### src/rtl/vga_pkg.sv
// rtl/vga_pkg.sv - shared VGA timing bundle type, idle value and delay clamp helper
package vga_pkg;

   localparam int VGA_WIDTH = 11;

   typedef struct packed {
      logic                 hsync;
      logic                 vsync;
      logic [VGA_WIDTH-1:0] hdata;
      logic [VGA_WIDTH-1:0] vdata;
      logic                 de;
   } vga_timing_t;

   function automatic vga_timing_t vga_idle(input logic hs, input logic vs);
      vga_timing_t t;
      t       = '0;
      t.hsync = hs;
      t.vsync = vs;
      return t;
   endfunction

   function automatic int vga_clamp(input int v, input int lo, input int hi);
      if (v < lo)
         return lo;
      else if (v > hi)
         return hi;
      else
         return v;
   endfunction

endpackage

### src/rtl/vga_delay_stage.sv
// rtl/vga_delay_stage.sv - one bundle register with clock enable and synchronous reset-to-idle
module vga_delay_stage #(
   parameter int           W    = 25,
   parameter logic [W-1:0] IDLE = '0
) (
   input  logic         clk,
   input  logic         rst,
   input  logic         ce,
   input  logic [W-1:0] d,
   output logic [W-1:0] q
);

   always_ff @(posedge clk) begin
      if (rst)
         q <= IDLE;
      else if (ce)
         q <= d;
   end

endmodule

### src/rtl/vga_delay_line.sv
// rtl/vga_delay_line.sv - run-time selectable delay line for the VGA timing bundle
// Optional: define VGA_DELAY_BLANK_EN to zero coordinates whenever the delayed de is low.
module vga_delay_line
   import vga_pkg::*;
#(
   parameter int   WIDTH      = VGA_WIDTH,
   parameter int   MAX_DEPTH  = 8,
   parameter logic HSYNC_IDLE = 1'b1,
   parameter logic VSYNC_IDLE = 1'b1,
   localparam int  DW         = $clog2(MAX_DEPTH + 1)
) (
   input  logic             clk,
   input  logic             rst,
   input  logic             ce,
   input  logic [DW-1:0]    in_delay,
   input  logic             in_hsync,
   input  logic             in_vsync,
   input  logic [WIDTH-1:0] in_hdata,
   input  logic [WIDTH-1:0] in_vdata,
   input  logic             in_de,
   output logic             out_hsync,
   output logic             out_vsync,
   output logic [WIDTH-1:0] out_hdata,
   output logic [WIDTH-1:0] out_vdata,
   output logic             out_de,
   output logic             out_valid
);

   typedef struct packed {
      logic             hsync;
      logic             vsync;
      logic [WIDTH-1:0] hdata;
      logic [WIDTH-1:0] vdata;
      logic             de;
   } bundle_t;

   localparam int          BW       = $bits(bundle_t);
   localparam vga_timing_t IDLE_REF = vga_idle(HSYNC_IDLE, VSYNC_IDLE);
   localparam bundle_t     IDLE     = '{hsync: IDLE_REF.hsync, vsync: IDLE_REF.vsync,
                                        hdata: '0, vdata: '0, de: IDLE_REF.de};

   bundle_t       in_bundle;
   bundle_t       tap;
   bundle_t       out_bundle;
   logic [BW-1:0] stage_q [MAX_DEPTH];
   logic [DW-1:0] delay_q;
   logic [DW-1:0] delay_new;
   logic [DW-1:0] fc;

   assign in_bundle = '{hsync: in_hsync, vsync: in_vsync, hdata: in_hdata,
                        vdata: in_vdata, de: in_de};
   assign delay_new = DW'(vga_clamp(int'(in_delay), 1, MAX_DEPTH));

   for (genvar k = 0; k < MAX_DEPTH; k++) begin : g_stage
      if (k == 0) begin : g_first
         vga_delay_stage #(.W(BW), .IDLE(IDLE)) u_stage (
            .clk (clk),
            .rst (rst),
            .ce  (ce),
            .d   (in_bundle),
            .q   (stage_q[k])
         );
      end else begin : g_next
         vga_delay_stage #(.W(BW), .IDLE(IDLE)) u_stage (
            .clk (clk),
            .rst (rst),
            .ce  (ce),
            .d   (stage_q[k-1]),
            .q   (stage_q[k])
         );
      end
   end

   // A shrink keeps the fill count (capped at the new depth) since every stage holds
   // real data; a grow leaves it alone so the deeper stages must fill first.
   always_ff @(posedge clk) begin
      if (rst) begin
         fc      <= '0;
         delay_q <= delay_new;
      end else if (ce) begin
         if (delay_new != delay_q) begin
            delay_q <= delay_new;
            if (delay_new < delay_q && fc > delay_new)
               fc <= delay_new;
         end else if (fc < delay_q) begin
            fc <= fc + DW'(1);
         end
      end
   end

   assign out_valid = (fc >= delay_q);

   always_comb begin
      tap = IDLE;
      for (int k = 0; k < MAX_DEPTH; k++) begin
         if (delay_q == DW'(k + 1))
            tap = bundle_t'(stage_q[k]);
      end
   end

   always_comb begin
      out_bundle = out_valid ? tap : IDLE;
`ifdef VGA_DELAY_BLANK_EN
      if (!out_bundle.de) begin
         out_bundle.hdata = '0;
         out_bundle.vdata = '0;
      end
`else
`endif
   end

   assign out_hsync = out_bundle.hsync;
   assign out_vsync = out_bundle.vsync;
   assign out_hdata = out_bundle.hdata;
   assign out_vdata = out_bundle.vdata;
   assign out_de    = out_bundle.de;

endmodule

### config.mk
export PLATFORM = sky130hd
export DESIGN_NAME = vga_delay_line
export DESIGN_NICKNAME = d
export VERILOG_FILES = /design/src/rtl/vga_pkg.sv /design/src/rtl/vga_delay_stage.sv /design/src/rtl/vga_delay_line.sv
export SDC_FILE = /design/constraint.sdc
export NUM_CORES = 1
export LEC_CHECK = 0
export CAP_MARGIN = 40
export CORE_AREA = 2 2 197 199
export CTS_BUF_LIST = sky130_fd_sc_hd__clkbuf_4
export DETAILED_ROUTE_END_ITERATION = 6
export DIE_AREA = 0 0 199 201
export PLACE_DENSITY = 0.51
export SKIP_LAST_GASP = 1
export SLEW_MARGIN = 30
export SYNTH_ARGS = -nofsm -noshare
export SYNTH_HDL_FRONTEND = slang
export SYNTH_SLANG_ARGS = --single-unit
export TNS_END_PERCENT = 100
### constraint.sdc
create_clock -name clk -period 5.75 [get_ports clk]
set_input_delay 0.575 -clock clk [delete_from_list [all_inputs] [get_ports clk]]
set_output_delay 0.575 -clock clk [all_outputs]
set_load 0.005 [all_outputs]
Yosys cells after proc, flatten, opt, wreduce, memory -nomap -nowiden
Cells that the tools add are included.
Widths: inputs -> output; s select.
{ "word_totals": {"inputBits": 32, "elab_cells": 50, "output_inout_bits": 26, "ff_bits": 208} }
{ "classes": {"n_lt_le_gt_ge": 6, "addsub": 1, "n_eq_ne": 10, "n_reduce_logical": 6, "n_mux": 17} }
{ "ops": {"columns": ["operator", "count"], "rows": [
  ["$mux 25", 9],
  ["$mux 4", 8],
  ["$eq 4x3->1 const B", 4],
  ["$eq 4x2->1 const B", 2],
  ["$lt 4x4->1", 2],
  ["$reduce_bool 2->1", 3],
  ["$add 4x1->4 const B", 1],
  ["$eq 4x1->1 const B", 1],
  ["$eq 4x4->1 const B", 1],
  ["$ge 4x4->1", 1],
  ["$gt 4x4->1", 1],
  ["$gt 4x4->1 const B", 1],
  ["$lt 4x1->1 const B", 1],
  ["$ne 4x4->1", 1],
  ["$reduce_and 3->1", 1],
  ["$ne 2x1->1 const B", 1],
  ["$reduce_and 2->1", 1],
  ["$logic_and 1x1->1", 1]
]} }

Longest topological paths before layout
Gate-level depths: netlist (run 1).
{ "logic_depth": {"depth_word": 10, "mapped_depth": 10, "ltp_nobuf": 9} }

Hierarchy
Synthesis (run 1) repeated with hierarchy kept, for this count alone.
{ "hier_totals": {"cells_unflattened": 1053, "area_unflattened_um2": 10055.9} }
{ "by_module_without_submodules": {"columns": ["mod", "area_each_um2", "n_inst", "seq_area_each_um2", "cells_per_inst"], "rows": [
  ["vga_delay_stage", 912.1, 8, 500.5, 81],
  ["vga_delay_line", 2758.9, 1, 200.2, 405]
]} }

Worst setup path before layout (run 1)
OpenSTA, ideal clock, no wires.
{ "synth_path": {"kind": "reg2out", "from": "register delay_q[1]", "to": "output port out_hdata[10]", "path_buffers": 2, "path_stages_with_launch": 10, "setup_slack_ns": 3.170, "required_ns": 5.175, "arrival_time_ns": 2.005, "path_cell_list": "edfxtp_1 > buf_6 > inv_1 > ha_1 > nor2b_1 > o211a_1 > or2_1 > a41oi_2 > buf_2 > a31oi_1"} }
{ "synth_via": {"elab_chain_len": 10, "word_cells_on_any_way": 18, "cone_classes": "order compare (1); eq/ne (8); mux (9)"} }
{ "synth_lines": {"columns": ["item", "line_no", "source"], "rows": [
  ["start: declaration", "vga_delay_line.sv:46", "logic [DW-1:0] delay_q;"],
  ["start signal: assignment", "vga_delay_line.sv:79", "delay_q <= delay_new;"],
  ["start signal: assignment", "vga_delay_line.sv:82", "delay_q <= delay_new;"],
  ["$eq 4x1->1", "vga_delay_line.sv:96", "if (delay_q == DW'(k + 1))"],
  ["$mux 25 (8 in a row)", "vga_delay_line.sv:96", null],
  ["$mux 25 (*)", "vga_delay_line.sv:102", "out_bundle = out_valid ? tap : IDLE;"],
  ["end: declaration", "vga_delay_line.sv:23", "output logic [WIDTH-1:0] out_hdata,"]
]} }
Mark *: on every way between the ends. The rest lies on a longest branch, timed or not.

Final worst setup path (run 1)
{ "layout_path": {"from": "register delay_q[2]", "to": "output port out_vdata[0]"} }
{ "layout_via": {"elab_chain_len": 10, "word_cells_on_any_way": 18, "cone_classes": "order compare (1); eq/ne (8); mux (9)"} }
{ "layout_lines": {"columns": ["item", "line_no", "source"], "rows": [
  ["$eq 4x1->1", "vga_delay_line.sv:96", null],
  ["$mux 25 (8 in a row)", "vga_delay_line.sv:96", null],
  ["$mux 25 (*)", "vga_delay_line.sv:102", null],
  ["end: declaration", "vga_delay_line.sv:24", "output logic [WIDTH-1:0] out_vdata,"]
]} }
Marks and branches as above.

==> impl_metrics.json, run 1 <==
{
  "fin_hold_ws_ns": 0.392,
  "cts_resized": 0,
  "drtPass1Iterations": 5,
  "die_h_um": 201,
  "timing_worst_setup_path_type": "register to output port",
  "worst_slew_pin_slew_ns": 0.874,
  "antenna_found_initial": 2,
  "relSlewSlack_pct": 41.7,
  "final_max_slew_viol_count": 0,
  "core_area_um2": 38100,
  "synth.top_cell.area_share_pct": 43.6,
  "yosys-top-cells-area": "sky130_fd_sc_hd__dfxtp_1 (44%), sky130_fd_sc_hd__mux2i_1 (26%), sky130_fd_sc_hd__nor2_1 (8.0%)",
  "area_delta_synth_final_pct": 17.6,
  "postCtsSetupBuffers": 0,
  "cts.path.max_buffers": 3,
  "relative_contribution_of_the_clock_network_to_total_power_pct": 40.8,
  "routedWlPerCell_um": 15.4,
  "cellInternalPower_uw": 2280,
  "ctsHoldBuffers": 0,
  "final_antenna_net_count": 0,
  "fp.dieW_um": 199,
  "final_design_area_no_fill_um2": 11000,
  "grt_setup_unrepaired": "false",
  "worstSetupEndpointType": "output port",
  "rows": 72,
  "clock-sinks": 208,
  "min_path_type": "input port to register",
  "layout-drive-gt1-share_pct": 10.1,
  "first_global_vias": 6767,
  "power.leakage_uw": 0.00446,
  "layout_common_cells": "sky130_fd_sc_hd__mux2i_1 (241), sky130_fd_sc_hd__dfxtp_1 (204), sky130_fd_sc_hd__nor2_1 (200)",
  "final_nets": 1093,
  "grt_first_pass_wirelength_mm": 39.2,
  "final.min_clock_period_ns": 4.41,
  "totalNegativeSetupSlack_ns": 0,
  "drt-initial-drc-count": 437,
  "dr_drc_count": 0,
  "worst_slack_ns": 1.34,
  "synth_warnings": 0,
  "post_drt_via_cell_ratio": 4.46,
  "floorplan.die_area_um2": 40000,
  "p_sw_share_pct": 26.5,
  "maxCapViolCount": 0,
  "ys_seq_area_share_pct": 44.8,
  "numPortBuffers": 57,
  "grt_start_max_net_pins": 105,
  "setup_viol": 0,
  "tritoncts": "yes",
  "finalHoldViolations": 0,
  "vdd_drop_max_v": 0.0000897,
  "post_dp_cell_area_um2": 10300,
  "skew_ns": 0.0246,
  "final_min_period_over_clock_period_pct": 76.7,
  "globalRouteTotalUtil_pct": 12.4,
  "power.density_nw_per_um2": 281,
  "gp_congestion": 0.732,
  "initial_core_utilization_pct": 24.6,
  "netlist_instances": 1003,
  "p_sw_uw": 821,
  "vias": 7157,
  "synth_fp_nets": 1048,
  "timing.critical_path.from_type": "register",
  "grt_overflow": 0,
  "htreeDepth": 2,
  "synthesis.area_um2": 9380,
  "yosys.cell_types.count": 46,
  "critical_path.max_fanout": 18,
  "root_buffer": "sky130_fd_sc_hd__clkbuf_4",
  "fmax_mhz": 227,
  "drt-total-wl_mm": 24.7,
  "cp_data_required_time_ns": 5.18,
  "outcome": "complete, no violations",
  "worst_setup_hold_path_clk_slew_ns": 0.08,
  "yosysTopAreaCell": "sky130_fd_sc_hd__dfxtp_1",
  "layout_commonest_cell": "sky130_fd_sc_hd__mux2i_1",
  "share_seq_of_total_power_pct": 48.6,
  "worst_skew_pair.late_latency_ns": 0.69,
  "synth.ff_latch_count": 208,
  "num_io_pins": 58,
  "place_ws_ns": 1.64,
  "power.combinational.fraction_pct": 10.7,
  "detailed_place_hpwl_mm": 15.9,
  "post_synth.cell_area_avg_um2": 9.35,
  "crit_arrival_ns": 3.83,
  "cts_inserted_buffers": 53
}
## area by class of cell
class,instances,area (um2)
Inverter,12,45.0
Tap cell,518,648
Multi-Input combinational cell,706,4740
Clock inverter,9,67.6
Sequential cell,208,4200
Timing Repair Buffer,67,713
Clock buffer,80,601
Antenna cell,3,7.51
Fill cell,4036,27100
## power groups by stage
stage	Clock [uW]	Sequential, uW	Combinational (uW)
floorplan	0	1520	235
global placement	0	1540	320
detailed placement	0	1540	328
CTS	1320	1510	329
global route	1390	1510	360
finish	1260	1510	331
## cells by family after synthesis
group / Yosys count / share of synthesized area [%]
buffers and inverters: 89 / 4.62
muxes: 244 / 26.1
AOI/OAI and AO/OA: 135 / 8.90
and+or+nand+nor: 312 / 13.6
DFF: 208 / 44.8
xor gates and xnor gates: 2 / 0.187
adders and majority gates: 13 / 1.73
## per-stage QoR
step | util (%) | std cells | power [uW]
finish | 28.9 | 1603 | 3100
global route | 28.9 | 1601 | 3260
CTS | 28.8 | 1597 | 3160
detailed placement | 27.0 | 1508 | 1870
global placement | 26.9 | 1506 | 1860
floorplan | - | 1003 | 1760
## final timing paths
kind                                                      start                               to  slack [ns]  cells past startpoint
worst min register to register  g_stage[7].g_next.u_stage.q[24]  g_stage[7].g_next.u_stage.q[24]        0.48                      2
worst max-delay path                                 delay_q[2]                     out_vdata[0]        1.34                      6
worst max register to register                       delay_q[2]                            fc[0]        3.20                      7
worst min-delay path                                         ce  g_stage[7].g_next.u_stage.q[24]        0.39                      3
## per-layer routing
layer / vias to the layer above / global-route usage, % / routed length [um]
li1: 3605 / - / -
met1: 3356 / 18.9 / 13200
met2: 151 / 16.4 / 9680
met3: 43 / 3.04 / 1270
met4: 2 / 4.42 / 533
met5: - / 0 / 7
## state kept, by name (all words and copies together) (netlist names)
register / flops
g_stage.g_first.u_stage.q: 25
fc: 4
g_stage.g_next.u_stage.q: 175
delay_q: 4
## worst max-delay path, stage by stage, from the launching register on
cell,delay (ns)
sky130_fd_sc_hd__edfxtp_1,0.80
sky130_fd_sc_hd__and2b_1,0.50
sky130_fd_sc_hd__nand2_2,0.42
sky130_fd_sc_hd__o22ai_1,0.40
sky130_fd_sc_hd__o22ai_1,0.18
sky130_fd_sc_hd__a31oi_1,0.29
sky130_fd_sc_hd__clkdlybuf4s50_1,0.55
## cells in the mapped netlist (all sizes together)
cell      n
o21bai    1
a31oi    20
and4      1
a41oi     1
dfxtp   204
a222oi    5
a21o      1
and2b     1
or2       2
mux2i   241
edfxtp    4
a211oi    3
or3b      3
a221o     1
a21oi    34
o211ai    5
a41o      1
buf      44
ha       13
mux2      3
o21ai    22
a22oi     3
o211a     2
nor2    200
nor4      1
nand2b    6
and3      1
inv      12
nor2b     4
nor3b     1
nand3b    1
and2      1
nor3      2
xor2      1
o22ai    36
nand2    86
xnor2     1
clkbuf   33
nand3     2
No activity file was read; power rests on OpenSTA's default activity.
==> inputs of run 2 (changes only) <==
PLACE_DENSITY = 0.52   (was 0.51)
clock period = 3.8 ns   (was 5.75 ns; I/O delays follow)
==> run 2 against run 1 <==
  * Clock power increased by 41%
  * Hold slack got worse by 0.19 ns
  * Sequential power increased by 50%
  * Power increased by 49%
  * Register-to-register slack got worse by 1.5 ns
  * Global-route usage decreased by 0.32 points
  * Combinational power increased by 68%
  * Via count decreased by 0.29%
  * Largest cell class unchanged
  * Wire length decreased by 1.4%
  * Non-clock buffer count increased by 14
  * Final cell count increased by 0.25%
  * First-iteration DRC count decreased by 12%
==> impl_metrics.json, run 2 (same netlist as run 1, synthesis figures left out) <==
{
  "final_antenna_net_count": 0,
  "worstSetupEndpointType": "output port",
  "cp_data_required_time_ns": 3.42,
  "dr_drc_count": 0,
  "timing_worst_setup_path_type": "register to output port",
  "cts.path.max_buffers": 3,
  "area_delta_synth_final_pct": 18.2,
  "power.leakage_uw": 0.00451,
  "rows": 72,
  "die_h_um": 201,
  "post_drt_via_cell_ratio": 4.44,
  "n_fill_cell": 4035,
  "grt_start_max_net_pins": 102,
  "root_buffer": "sky130_fd_sc_hd__clkbuf_4",
  "drtPass1Iterations": 4,
  "critPathSlowestCell": "sky130_fd_sc_hd__clkdlybuf4s50_1",
  "cpPeakStageDelay_ns": 0.47,
  "final.min_clock_period_ns": 3.63,
  "final_nets": 1108,
  "outcome": "complete, no violations",
  "maxCapViolCount": 0,
  "fmax_mhz": 275,
  "fp.dieW_um": 199,
  "layout.core_utilization_pct": 29.1,
  "finalHoldViolations": 0,
  "drt-total-wl_mm": 24.4,
  "tritoncts": "yes",
  "timing.critical_path.cells": "inv_1 -> ha_1 -> a21o_1 -> or2_1 -> a41oi_4 -> buf_4 -> clkbuf_16 -> a31oi_1 -> clkdlybuf4s50_1",
  "largest_registers": "g_stage.g_next.u_stage.q: 175 flops, g_stage.g_first.u_stage.q: 25 flops",
  "grt_overflow": 0,
  "relSlewSlack_pct": 37.0,
  "routedWlPerCell_um": 15.2,
  "power.density_nw_per_um2": 416,
  "layout-drive-gt1-share_pct": 10.9,
  "vdd_drop_max_v": 0.000148,
  "setup_viol": 0,
  "largest_register_ffs": 175,
  "globalRouteTotalUtil_pct": 12.0,
  "critical_path.max_fanout": 12,
  "grt_first_pass_wirelength_mm": 38.6,
  "layout_commonest_cell": "sky130_fd_sc_hd__mux2i_1",
  "critPathBufInv": 4,
  "timing.critical_path.from_type": "register",
  "core_area_um2": 38100,
  "worst_slack_ns": 0.166,
  "cts_inserted_buffers": 54,
  "detailed_place_hpwl_mm": 15.7,
  "first_global_vias": 7105,
  "place_ws_ns": 0.691,
  "htreeDepth": 2,
  "kind_of_cell_adding_the_most_delay_to_the_critical_path": "buffers and inverters",
  "numPortBuffers": 57,
  "final_min_period_over_clock_period_pct": 95.6,
  "final_max_slew_viol_count": 0,
  "worst_setup_hold_path_clk_slew_ns": 0.06,
  "worst_slew_pin_slew_ns": 0.945,
  "initial_core_utilization_pct": 24.6,
  "antenna_found_initial": 2,
  "vias": 7136,
  "regMostFlops": "g_stage.g_next.u_stage.q",
  "layout_common_cells": "sky130_fd_sc_hd__mux2i_1 (241), sky130_fd_sc_hd__dfxtp_1 (204), sky130_fd_sc_hd__nor2_1 (200)",
  "crit_arrival_ns": 3.25,
  "clock-sinks": 208,
  "floorplan.die_area_um2": 40000,
  "grt_setup_unrepaired": "false",
  "totalNegativeSetupSlack_ns": 0,
  "worst_skew_pair.late_latency_ns": 0.68,
  "num_io_pins": 58,
  "min_path_type": "input port to register",
  "drt-initial-drc-count": 386,
  "gp_congestion": 0.765,
  "skew_ns": 0.0233
}
run 2: worst paths after layout:
check	from	end	slack, ns	cells past startpoint
hold reg to reg	g_stage[7].g_next.u_stage.q[23]	g_stage[7].g_next.u_stage.q[23]	0.48	2
setup reg to reg	fc[0]	fc[3]	1.73	6
setup / recovery	delay_q[3]	out_hdata[7]	0.17	9
hold / removal	rst	g_stage[3].g_next.u_stage.q[0]	0.20	2
run 2: final cells by class:
type                       instances  area (um2)  share of cell area, %
sequential                       208        4200                   37.9
tap                              518         648                   5.85
inverter                          12        45.0                  0.406
multi-input combinational        706        4750                   42.9
antenna                            1        2.50                 0.0226
timing repair buffer              81         827                   7.46
clock buffer                      78         586                   5.28
clock inverter                     3        16.3                  0.147
run 2: metrics by stage:
step	instance area, um2	cells	power, uW	hold slack (ns)
2_1_floorplan	9380	1003	2660	0.436
3_3_place_gp	10400	1520	2830	0.453
3_5_place_dp	10400	1520	2830	0.469
4_1_cts	11000	1601	4650	0.142
5_1_grt	11100	1607	4840	0.169
6_report	11100	1607	4610	0.198
run 2: worst register-to-register path, cell delays in order, from the launching register on:
cell and delay [ns]:
sky130_fd_sc_hd__dfxtp_1 0.42, sky130_fd_sc_hd__inv_1 0.14, sky130_fd_sc_hd__ha_1 0.32, sky130_fd_sc_hd__a41o_1 0.18, sky130_fd_sc_hd__a211oi_1 0.46, sky130_fd_sc_hd__o211a_1 0.28, sky130_fd_sc_hd__mux2i_1 0.20
run 2: where the power goes:
group	internal [uW]	leakage (uW)	switching, uW	total (uW)
registers	2230	0.00169	42.0	2270
clock network	917	0.000367	864	1780
logic	238	0.00244	318	556
run 2: metal layers:
metal	vias to the layer above	track usage (%)	share of wire, %
met5	-	0	0.053
met4	2	4.37	1.9
met3	40	2.69	4.3
met2	126	17.3	41
met1	3338	17.4	52
li1	3630	-	-
run 2: repair_timing:
action / CTS / global route
gates cloned: 0 / 2
setup endpoints to repair: 1 / 9
hold buffers: 0 / 0
gates resized for setup: 1 / 6
setup buffers: 0 / 3
